==> config.mk <==
export PLATFORM = sky130hd
export DESIGN_NAME = rf_fault_sequencer
export DESIGN_NICKNAME = d
export VERILOG_FILES = /design/src/rtl/rf_fault_sequencer.sv
export SDC_FILE = /design/constraint.sdc
export NUM_CORES = 1
export LEC_CHECK = 0
export ABC_AREA = 0
export CAP_MARGIN = 20
export CORE_MARGIN = 10
export CORE_UTILIZATION = 25
export DETAILED_ROUTE_END_ITERATION = 8
export GPL_TIMING_DRIVEN = 0
export PLACE_DENSITY_LB_ADDON = 0.15
export REMOVE_ABC_BUFFERS = 1
export SYNTH_ARGS = -nofsm -noshare
export SYNTH_HDL_FRONTEND = slang
export SYNTH_SLANG_ARGS = --single-unit
export TNS_END_PERCENT = 10
==> constraint.sdc <==
create_clock -name clk -period 1.7 [get_ports clk]
set_input_delay 0.34 -clock clk [delete_from_list [all_inputs] [get_ports clk]]
set_output_delay 0.34 -clock clk [all_outputs]
set_load 0.005 [all_outputs]
==> src/rtl/rf_fault_sequencer.sv <==
// Supervisory FSM between host commands, the watchdog and the AM carrier amplitude path.
// Build option SEQ_SOFT_RAMP_EN: timed amplitude ramp-down on timeout; otherwise amplitude is cut in one cycle.
module rf_fault_sequencer #(
    parameter int AMP_W     = 16,
    parameter int RAMP_STEP = 256,
    parameter int RAMP_DIV  = 1000
) (
    input  logic             clk,
    input  logic             rstn,
    input  logic             host_arm,
    input  logic             host_clear,
    input  logic             host_heartbeat,
    input  logic             wd_triggered,
    input  logic             wd_warning,
    input  logic [AMP_W-1:0] amp_in,
    output logic             wd_enable,
    output logic             wd_heartbeat,
    output logic             wd_force_reset,
    output logic [AMP_W-1:0] amp_out,
    output logic             rf_enable,
    output logic             warn_out,
    output logic             fault_latched,
    output logic [7:0]       fault_count,
    output logic [2:0]       state
);

    typedef enum logic [2:0] {
        IDLE = 3'd0,
        ARM  = 3'd1,
        RUN  = 3'd2,
        RAMP = 3'd3,
        SAFE = 3'd4
    } state_t;

    state_t cur_st;
    logic   hb_p0;
    logic   hb_edge;

    if (RAMP_DIV < 1 || RAMP_STEP < 1) begin : g_param_check
        $error("rf_fault_sequencer: RAMP_DIV and RAMP_STEP must be at least 1");
    end

    function automatic logic [7:0] sat_inc8(input logic [7:0] v);
        return (v == 8'hFF) ? 8'hFF : v + 8'd1;
    endfunction

`ifdef SEQ_SOFT_RAMP_EN
    localparam int               CNT_W    = (RAMP_DIV > 1) ? $clog2(RAMP_DIV) : 1;
    localparam logic [CNT_W-1:0] DIV_LAST = CNT_W'(RAMP_DIV - 1);
    localparam logic [AMP_W:0]   STEP_EXT = (AMP_W+1)'(RAMP_STEP);

    logic [CNT_W-1:0] ramp_cnt;

    // One extra bit so a step larger than the remaining amplitude shows up as a negative result.
    function automatic logic [AMP_W-1:0] ramp_dec(input logic [AMP_W-1:0] a);
        logic signed [AMP_W:0] diff;
        diff = $signed({1'b0, a}) - $signed(STEP_EXT);
        return diff[AMP_W] ? '0 : diff[AMP_W-1:0];
    endfunction
`endif

    assign hb_edge = host_heartbeat & ~hb_p0;
    assign state   = cur_st;

    always_ff @(posedge clk or negedge rstn) begin
        if (!rstn) begin
            cur_st         <= IDLE;
            hb_p0          <= 1'b0;
            wd_enable      <= 1'b0;
            wd_heartbeat   <= 1'b0;
            wd_force_reset <= 1'b0;
            amp_out        <= '0;
            rf_enable      <= 1'b0;
            warn_out       <= 1'b0;
            fault_latched  <= 1'b0;
            fault_count    <= 8'd0;
`ifdef SEQ_SOFT_RAMP_EN
            ramp_cnt       <= '0;
`endif
        end else begin
            // Edge-detect sample stage; pulse outputs default low every cycle.
            hb_p0          <= host_heartbeat;
            wd_heartbeat   <= 1'b0;
            wd_force_reset <= 1'b0;
            warn_out       <= 1'b0;

            case (cur_st)
                IDLE: begin
                    wd_enable     <= 1'b0;
                    rf_enable     <= 1'b0;
                    amp_out       <= '0;
                    fault_latched <= 1'b0;
                    if (host_arm) begin
                        cur_st         <= ARM;
                        wd_force_reset <= 1'b1;
                        wd_enable      <= 1'b1;
                    end
                end

                ARM: begin
                    cur_st    <= RUN;
                    wd_enable <= 1'b1;
                    rf_enable <= 1'b1;
                    warn_out  <= wd_warning;
                end

                RUN: begin
                    if (wd_triggered) begin
                        cur_st      <= RAMP;
                        fault_count <= sat_inc8(fault_count);
`ifdef SEQ_SOFT_RAMP_EN
                        amp_out     <= amp_in;
                        ramp_cnt    <= '0;
`else
                        amp_out     <= '0;
`endif
                    end else if (!host_arm) begin
                        cur_st    <= IDLE;
                        wd_enable <= 1'b0;
                        rf_enable <= 1'b0;
                        amp_out   <= '0;
                    end else begin
                        amp_out      <= amp_in;
                        wd_heartbeat <= hb_edge;
                        warn_out     <= wd_warning;
                    end
                end

                RAMP: begin
`ifdef SEQ_SOFT_RAMP_EN
                    if (amp_out == '0) begin
                        cur_st        <= SAFE;
                        wd_enable     <= 1'b0;
                        rf_enable     <= 1'b0;
                        fault_latched <= 1'b1;
                    end else if (ramp_cnt == DIV_LAST) begin
                        amp_out  <= ramp_dec(amp_out);
                        ramp_cnt <= '0;
                    end else begin
                        ramp_cnt <= ramp_cnt + CNT_W'(1);
                    end
`else
                    cur_st        <= SAFE;
                    wd_enable     <= 1'b0;
                    rf_enable     <= 1'b0;
                    amp_out       <= '0;
                    fault_latched <= 1'b1;
`endif
                end

                SAFE: begin
                    wd_enable <= 1'b0;
                    rf_enable <= 1'b0;
                    amp_out   <= '0;
                    // RF stays off until the operator acknowledges; host_arm picks re-arm or idle.
                    if (host_clear) begin
                        fault_latched <= 1'b0;
                        if (host_arm) begin
                            cur_st         <= ARM;
                            wd_force_reset <= 1'b1;
                            wd_enable      <= 1'b1;
                        end else begin
                            cur_st <= IDLE;
                        end
                    end
                end

                default: begin
                    cur_st        <= IDLE;
                    wd_enable     <= 1'b0;
                    rf_enable     <= 1'b0;
                    amp_out       <= '0;
                    fault_latched <= 1'b0;
                end
            endcase
        end
    end

endmodule

==> metrics, run 1 <==
Seq/Total Area, Yosys 59.75%; largest family of logic cells by synthesized area compound AO/OA/AOI/OAI gates; Avg Cell Area, Syn 12.27 sq um; antenna violations before repair 0; share of layout cells above drive strength 1 11.05%; Die Wd 95.47 um; utilization after layout 38.70%; Bufs on Longest Clock Path 2; Overall Global Routing Usage 8.694%; drt drc 0; drt first pass iters 4; CP Class in -> reg; setup violators final 0; vias in the first global route 1218; Mapped Cells 116; final hold vios 0; wire per inst 16.00 um; clk root buf clkbuf_8; cts hold-fix bufs 0; Synth Area in Simple Gates 15.73%; mux share of post-synthesis cell area 0.7909%; Cell Area, Placed 2012 sq um; dominant synthesized flop cell dfrtp_1; initial core utilization 25.86%; Synth Area in XOR/XNOR 0%; FP Rows 27; Yosys reg bits 34; number of H-tree levels 2; Critical Path Slowest Stage Cell clkdlybuf4s50_1; clk slew on worst S/H paths 0.07 ns; Worst EP required 1.91 ns; worst-margin pin slew 0.7710 ns; # diodes 0; Critical Path AT 1.89 ns; compound-cell area share of the yosys netlist 18.28%; Hold WS 0.1261 ns; warning count from the yosys run 0; Yosys top cell area share 59.75%; TritonCTS clock tree yes; vias per cell 4.701; Critical Path Start Type primary input; minimum clock period 1.677 ns; R2R setup slack 0.04 ns; Post-synth top cells 34 x dfrtp_1, 17 x a22o_1, 6 x nor2_1, 5 x buf_2, 5 x nand3_1; post-synth cell types 35; Mapped Area 1424 sq um; Hold Path Class in -> async; total congestion overflow 0; largest cells by area after synthesis dfrtp_1 60%, a22o_1 10%, buf_2 1.8%, nand3_1 1.8%, buf_6 1.6%; # IOs 56; Final Wtd Congestion 0.7405; CTS sink cnt 34; Post-synth EDFFs 0; CP Max Fanout 10; CP Cell Sequence clkdlybuf4s50_1, nand4bb_2, or4_1, nand3_1; most common cell in the netlist dfrtp_1; Worst path max stage delay 0.57 ns; synthesis-to-finish area growth 49.65%; worst vdd ir 511.4 uV; post-synthesis adder-cell area fraction 1.582%; fin crit share 98.67%; post-layout net count 195; die area 9115 sq um; initial drt markers 53; largest net degree at the start of global routing 35; via count 1147; RSZ-0062 raised after global routing true; Synth area leader dfrtp_1; PD cells 1322 nW/um^2; Antenna Nets Post-Route 0; outcome finished clean; Max Fclk 0.5962 GHz; Clk Latency, worst-skew pair 0.28 ns; max-cap viol count 0; Detailed Place HPWL 2815 um; Max-slew headroom 48.60%; post-route cell area 2131 sq um; Final Max Tran Viols 0; Static Leak 0.9311 nW; CP Capture Type flop; Die Y 95.47 um; count of input and output buffers 55; final wirelength 3903 um; Synth async-reset ratio 100.0%; TritonCTS buffer count 5; first-pass GRT wire length 6175 um; Post-Route Skew 0.008723 ns; core box area 5507 sq um
==> through the flow <==
step / worst slack [ns] / instances / power [mW] / setup TNS (ns)
finish: 0.02259 / 244 / 2.818 / 0
detailed placement: -0.3679 / 236 / 2.199 / -4.797
CTS: 0.004893 / 244 / 2.871 / 0
floorplan: 0.1844 / 109 / 1.607 / 0
global route: -0.04776 / 244 / 3.032 / -0.08827
global placement: -0.4820 / 236 / 2.171 / -20.93
==> cell type report <==
class | count | area [sq um]
inverter | 2 | 7.507
clock buffer | 6 | 82.58
clock inverter | 2 | 12.51
timing repair buffer | 55 | 553.0
sequential | 34 | 854.6
multi-input combinational | 73 | 530.5
fill | 528 | 3376
tap | 72 | 90.09
==> logic make-up (layout without fill, tap and decap cells) <==
| group | Yosys count | in the layout |
|---|---|---|
| AND/OR/NAND/NOR | 36 | 36 |
| AO/OA/AOI/OAI | 34 | 34 |
| flip-flops | 34 | 34 |
| buffers and inverters | 9 | 65 |
| adder cells (fa/ha/maj) | 2 | 2 |
| multiplexers | 1 | 1 |
==> cells in the final DEF (no fill, tap or decap), drive strengths merged <==
cell	Yosys	routed
o31ai	2	2
clkinvlp	0	1
and4bb	1	1
o21bai	1	1
maj3	1	1
nand4bb	1	1
and3	3	3
and3b	1	1
nor3b	2	2
nand2b	2	2
clkbuf	0	6
nand3	5	5
o21ai	3	3
dlymetal6s2s	0	3
nand2	1	1
or3	3	3
a31oi	3	3
a22o	17	17
nand3b	1	1
a41oi	1	1
mux2	1	1
inv	2	2
or4	2	2
buf	7	1
o211ai	1	1
nor2	6	6
a31o	1	1
ha	1	1
clkinv	0	1
nand4	2	2
or2	2	2
dfrtp	34	34
o21a	2	2
nor2b	2	2
nor3	2	2
clkdlybuf4s50	0	51
a21oi	3	3
==> registers in the layout (all words and copies together), names as in the netlist <==
name	flops
fault_latched	1
wd_enable	1
wd_heartbeat	1
fault_count	8
rf_enable	1
amp_out	16
warn_out	1
hb_p0	1
state	3
wd_force_reset	1
==> what timing repair did <==
item                                    in CTS  in global routing
buffers inserted                             0                  0
endpoints found under the setup margin      27                  5
resized for setup                            6                  3
endpoints found under the hold margin        0                  0
==> power breakdown <==
group,total [mW],switching (mW),leakage (nW),internal [mW]
Sequential,1.24,0.241,0.444,1.00
Combinational,0.952,0.384,0.440,0.567
Clock,0.626,0.300,0.0472,0.326
==> layer usage <==
| layer | up-vias | track usage, % | part of all wire, % |
|---|---|---|---|
| met5 | - | 0 | 0 |
| met2 | 31 | 14.37 | 49 |
| met3 | 7 | 4.006 | 6.9 |
| li1 | 544 | - | - |
| met4 | 0 | 2.948 | 1.2 |
| met1 | 565 | 9.718 | 42 |
==> critical path: cells and delay by family <==
family / cells / cell delay [ns]
buf+inv: 1 / 0.57
simple gates: 3 / 0.97
==> worst paths after layout <==
check                      cells after the start          from        endpoint
setup / recovery                               4  wd_triggered  fault_count[7]
hold / removal                                 1          rstn   fault_latched
setup reg to reg                               3      state[0]  fault_count[7]
hold reg to reg                                1   amp_out[13]     amp_out[13]
max in group asynchronous                      1          rstn        state[1]
min in group clk                               1   amp_out[13]     amp_out[13]
Power figures use the tool's default switching activity.
==> run 2, diff against run 1 <==
CORE_UTILIZATION = 41   (was 25)
SETUP_SLACK_MARGIN = 0.05   (was default)
==> run 2 against run 1 <==
  * Setup slack better by 0.10 ns
  * Clock skew fell by 0.0062 ns
  * Count of clock-buffer cells in the layout is 1 higher
  * Clock power fell by 27%
  * Die area down 32%
  * Critical endpoint is now amp_out[9]
  * Largest cell class unchanged
  * Highest routed layer unchanged
==> metrics, run 2 (synthesis gave the netlist of run 1 again) <==
core box area 3337 sq um (was 5507 sq um); clk root buf clkbuf_4 (was clkbuf_8); wire per inst 17.42 um (was 16.00 um); max reg flops 16 (unchanged); switching power 911.5 uW (was 925.3 uW); RSZ-0062 raised after global routing true (unchanged); total congestion overflow 0 (unchanged); R2R depth 3 (unchanged); Static Leak 0.9633 nW (was 0.9311 nW); switching share of power 34.04% (was 32.84%); Largest Register amp_out (unchanged); CP Capture Type flop (unchanged); die area 6230 sq um (was 9115 sq um); post-layout net count 197 (was 195); Clock power frac 17.1% (was 22.2%); R2R setup slack 0.12 ns (was 0.04 ns); FP Rows 21 (was 27); initial drt markers 71 (was 53); Final Max Tran Viols 0 (unchanged); initial core utilization 42.67% (was 25.86%); Detailed Place HPWL 2694 um (was 2815 um); clk slew on worst S/H paths 0.10 ns (was 0.07 ns); TritonCTS buffer count 5 (unchanged); outcome finished clean (unchanged); post-route cell area 2087 sq um (was 2131 sq um); Critical R2R Capture amp_out[9] (was fault_count[7]); worst vdd ir 601.4 uV (was 511.4 uV); CTS sink cnt 34 (unchanged); Overall Global Routing Usage 12.21% (was 8.694%); fill count 298 (was 528); Cell Area, Placed 1979 sq um (was 2012 sq um); via count 1177 (was 1147); Post-Route Skew 0.002540 ns (was 0.008723 ns); vias in the first global route 1162 (was 1218); vias per cell 5.350 (was 4.701); Antenna Nets Post-Route 0 (unchanged); most frequent cells in the layout 43 x clkdlybuf4s50_1, 31 x dfrtp_1, 17 x a22o_1, 7 x dlygate4sd2_1, 6 x nor2_1 (was 51 x clkdlybuf4s50_1, 31 x dfrtp_1, 17 x a22o_1, 6 x nor2_1, 6 x clkbuf_8); Hold WS 0.06499 ns (was 0.1261 ns); Hold Path Class in -> async (unchanged); Int Pwr 1.766 mW (was 1.893 mW); Die Wd 78.93 um (was 95.47 um); final hold vios 0 (unchanged); TritonCTS clock tree yes (unchanged); Max-slew headroom 50.87% (was 48.60%); CP Max Fanout 18 (was 10); # diodes 0 (unchanged); sequential share of power 45.9% (was 44.0%); Final Wtd Congestion 0.7327 (was 0.7405); Clk Latency, worst-skew pair 0.33 ns (was 0.28 ns); setup_tns 0 ns (unchanged); count of input and output buffers 55 (unchanged); Comb pwr share 37.0% (was 33.8%); PD cells 1283 nW/um^2 (was 1322 nW/um^2); first-pass GRT wire length 5989 um (was 6175 um); antenna violations before repair 0 (unchanged); Critical Path AT 1.84 ns (was 1.89 ns); Bufs on Longest Clock Path 2 (unchanged); fin crit share 92.74% (was 98.67%); minimum clock period 1.577 ns (was 1.677 ns); Max Fclk 0.6343 GHz (was 0.5962 GHz); number of H-tree levels 2 (unchanged); Die Y 78.93 um (was 95.47 um); utilization after layout 62.54% (was 38.70%); final wirelength 3833 um (was 3903 um); largest net degree at the start of global routing 35 (unchanged); drt first pass iters 5 (was 4); most common cell after layout, fill and taps aside clkdlybuf4s50_1 (unchanged); FF-to-FF Start state[1] (was state[0]); max-cap viol count 0 (unchanged); share of layout cells above drive strength 1 11.49% (was 11.05%); worst-margin pin slew 0.7362 ns (was 0.7710 ns); Design Power 2.678 mW (was 2.818 mW); Critical Path Start Type flop (was primary input); synthesis-to-finish area growth 46.57% (was 49.65%); Worst EP required 1.97 ns (was 1.91 ns); setup violators final 0 (unchanged); CP Class reg -> reg (was in -> reg); # IOs 56 (unchanged); drt drc 0 (unchanged)
run 2: cell type report:
class                   count  area [sq um]  area share (%)
clock buffers               7         55.05           2.638
clock inverters             1         5.005          0.2398
inverters                   2         7.507          0.3597
multi-input cells          73         541.8           25.96
flip-flops and latches     34         854.6           40.95
well taps                  46         57.56           2.758
repair buffers             57         565.5           27.10
run 2: worst max-delay path, cell delays in order, from the launching register on:
cell	delay, ns
dfrtp_2	0.48
buf_6	0.15
nor3b_4	0.63
a22o_1	0.26
run 2: per-layer routing:
| layer | share of wire (%) | wire length [um] | vias up | GRT usage, % |
|---|---|---|---|---|
| met4 | 0.99 | 38 | 0 | 4.301 |
| met1 | 45 | 1721 | 574 | 14.35 |
| met3 | 7.4 | 283 | 4 | 6.081 |
| li1 | - | - | 552 | - |
| met2 | 47 | 1790 | 47 | 18.91 |
| met5 | 0 | 0 | - | 0 |
run 2: repair_timing:
item | 4_1_cts | 5_1_grt
setup endpoints to repair | 32 | 9
gates cloned | 0 | 0
hold endpoints to repair | 0 | 0
setup buffers | 2 | 0
pin swaps | 0 | 2
gates resized for setup | 13 | 6
hold buffers | 0 | 0
run 2: worst max path at each step:
| stage | to | startpoint | slack, ns | depth (start not counted) |
|---|---|---|---|---|
| 2_1_floorplan | fault_count[6] | state[0] | 0.18 | 3 |
| 3_3_place_gp | hb_p0 | rstn | -0.40 | 1 |
| 3_5_place_dp | fault_count[7] | wd_triggered | -0.31 | 4 |
| 4_1_cts | fault_count[7] | fault_count[7] | 0.06 | 1 |
| 5_1_grt | amp_out[2] | state[1] | 0.02 | 3 |
| 6_report | amp_out[9] | state[1] | 0.12 | 3 |
run 2: per-stage QoR:
step	setup slack, ns	std cells
5_1_grt	0.02316	220
2_1_floorplan	0.1844	109
3_3_place_gp	-0.3992	210
4_1_cts	0.05825	220
6_report	0.1233	220
3_5_place_dp	-0.3091	210
run 2: power by group through the flow:
stage,registers [mW],logic [mW],clock network (mW)
6_report,1.23,0.991,0.458
5_1_grt,1.26,1.09,0.517
4_1_cts,1.21,0.993,0.465
3_5_place_dp,1.23,0.963,0
3_3_place_gp,1.22,0.930,0
2_1_floorplan,1.21,0.398,0
==> run 3, diff against run 2 <==
CORE_UTILIZATION = 43   (was 41)
==> run 3 against run 2 <==
  * Die area down 3.5%
  * Cell count up 0.45%
  * Register-to-register slack about the same
  * Total power up 0.71%
  * Core utilization up 4.7 points
  * Highest routed layer unchanged
  * Hold slack better by 0.0096 ns
  * Routed wire length down 2.5%
==> metrics, run 3 (synthesis gave the netlist of run 1 again) <==
Critical Path Slowest Stage Cell clkdlybuf4s50_1 (was nor3b_4); Most Crowded Layer GR met2 (unchanged); fin crit share 95.45% (was 92.74%); final worst slack 0.07734 ns (was 0.1233 ns); Stages on worst setup path 1 (was 3); CP Max Fanout 6 (was 18); outcome finished clean (unchanged); worst path buffer plus inverter count 1 (unchanged); max reg flops 16 (unchanged); TritonCTS buffer count 5 (unchanged); core box area 3103 sq um (was 3337 sq um); Critical Path Start Type flop (unchanged); CP Capture Type output pin (was flop); minimum clock period 1.623 ns (was 1.577 ns); drt drc 0 (unchanged); die area 6013 sq um (was 6230 sq um); met2 Track Usage GR 21.66% (was 18.91%); Detailed Place HPWL 2745 um (was 2694 um); Max Fclk 0.6163 GHz (was 0.6343 GHz); max-cap viol count 0 (unchanged); antenna violations before repair 0 (unchanged); initial core utilization 45.89% (was 42.67%); switching share of power 32.87% (was 34.04%); Reg area 859.6 sq um (was 854.6 sq um); wire per inst 16.91 um (was 17.42 um); Clock power frac 14.4% (was 17.1%); synthesis-to-finish area growth 46.48% (was 46.57%); count of input and output buffers 55 (unchanged); # diodes 0 (unchanged); pre-CTS WS -0.3467 ns (was -0.3091 ns); post-layout net count 201 (was 197); largest net degree at the start of global routing 35 (unchanged); Worst path max stage delay 0.53 ns (was 0.63 ns); clk root buf clkbuf_4 (unchanged); final hold vios 0 (unchanged); most common cell after layout, fill and taps aside clkdlybuf4s50_1 (unchanged); Antenna Nets Post-Route 0 (unchanged); drt first pass iters 4 (was 5); sequential share of power 44.4% (was 45.9%); met3 Use GR 5.760% (was 6.081%); Worst EP required 1.36 ns (was 1.97 ns); setup violators final 0 (unchanged); CP Cell Sequence clkdlybuf4s50_1 (was buf_6, nor3b_4, a22o_1); TritonCTS clock tree yes (unchanged); Critical Path AT 1.28 ns (was 1.84 ns); Die Wd 77.55 um (was 78.93 um); Max-slew headroom 50.78% (was 50.87%); Clk Latency, worst-skew pair 0.32 ns (was 0.33 ns); PD cells 1293 nW/um^2 (was 1283 nW/um^2); most frequent cells in the layout 54 x clkdlybuf4s50_1, 27 x dfrtp_1, 17 x a22o_1, 7 x dfrtp_2, 6 x nor2_1 (was 43 x clkdlybuf4s50_1, 31 x dfrtp_1, 17 x a22o_1, 7 x dlygate4sd2_1, 6 x nor2_1); clk slew on worst S/H paths 0.09 ns (was 0.10 ns); worst vdd ir 700.4 uV (was 601.4 uV); Largest Register amp_out (unchanged); Top delay family on crit path buffers and inverters (was simple AND/OR/NAND/NOR gates); switching power 886.3 uW (was 911.5 uW); vias per cell 5.208 (was 5.350); Comb pwr share 41.2% (was 37.0%); first-pass GRT wire length 6127 um (was 5989 um); final wirelength 3737 um (was 3833 um); via count 1151 (was 1177); Hold Path Class in -> async (unchanged); Static Leak 0.8939 nW (was 0.9633 nW); Die Y 77.55 um (was 78.93 um); Int Pwr 1.810 mW (was 1.766 mW); Final Wtd Congestion 0.7846 (was 0.7327); FP Rows 20 (was 21); fill count 269 (was 298); CTS sink cnt 34 (unchanged); R2R depth 3 (unchanged); worst-margin pin slew 0.7383 ns (was 0.7362 ns); # IOs 56 (unchanged); RSZ-0062 raised after global routing true (unchanged); utilization after layout 67.22% (was 62.54%); multi-input logic area 530.5 sq um (was 541.8 sq um); share of layout cells above drive strength 1 14.69% (was 11.49%); Final Max Tran Viols 0 (unchanged); Overall Global Routing Usage 12.73% (was 12.21%); Bufs on Longest Clock Path 2 (unchanged); number of H-tree levels 2 (unchanged); total congestion overflow 0 (unchanged); setup_tns 0 ns (unchanged); Post-Route Skew 0.005073 ns (was 0.002540 ns); met1 Use GR 13.53% (was 14.35%); vias in the first global route 1183 (was 1162); CP Class reg -> out (was reg -> reg); initial drt markers 85 (was 71); Hold WS 0.07457 ns (was 0.06499 ns)
[run 3: cell type report]
type                       instances  share of cell area (%)
sequential                        34                   41.21
timing repair buffer              61                   28.19
multi-input combinational         73                   25.43
tap                               44                   2.639
clock buffer                       7                   2.160
inverter                           2                  0.3599
[run 3: layer usage]
metal	part of all wire, %	vias to the layer above
li1	-	558
met1	42	554
met2	49	34
met3	7.8	5
met4	1.3	0
met5	0	-
[run 3: power by group through the flow]
stage          registers (mW)  clock network (mW)  logic (mW)
5_1_grt                  1.23               0.465        1.22
4_1_cts                  1.19               0.411        1.08
3_5_place_dp             1.23                   0       0.959
3_3_place_gp             1.22                   0       0.932
6_report                 1.20               0.390        1.11
2_1_floorplan            1.21                   0       0.398
[run 3: path summary, 6_finish.rpt]
check	slack, ns	endpoint	from
max	0.08	fault_count[2]	fault_count[2]
min	0.07	wd_force_reset	rstn
max reg2reg	0.13	fault_count[7]	state[0]
min reg2reg	0.51	amp_out[3]	amp_out[3]
max in group asynchronous	1.11	state[0]	rstn
min in group clk	0.49	hb_p0	host_heartbeat
[run 3: stage by stage]
| stage | cells | power (mW) | cell area [sq um] |
|---|---|---|---|
| finish | 221 | 2.697 | 2086 |
| global route | 221 | 2.908 | 2086 |
| CTS | 219 | 2.684 | 2062 |
| detailed placement | 208 | 2.191 | 1977 |
| global placement | 208 | 2.152 | 1982 |
| floorplan | 109 | 1.607 | 1376 |
[run 3: timing repair]
| action | in CTS | in global routing |
|---|---|---|
| resized for setup | 4 | 6 |
| setup buffers | 4 | 2 |
| hold buffers | 0 | 0 |
| endpoints found under the setup margin | 31 | 34 |
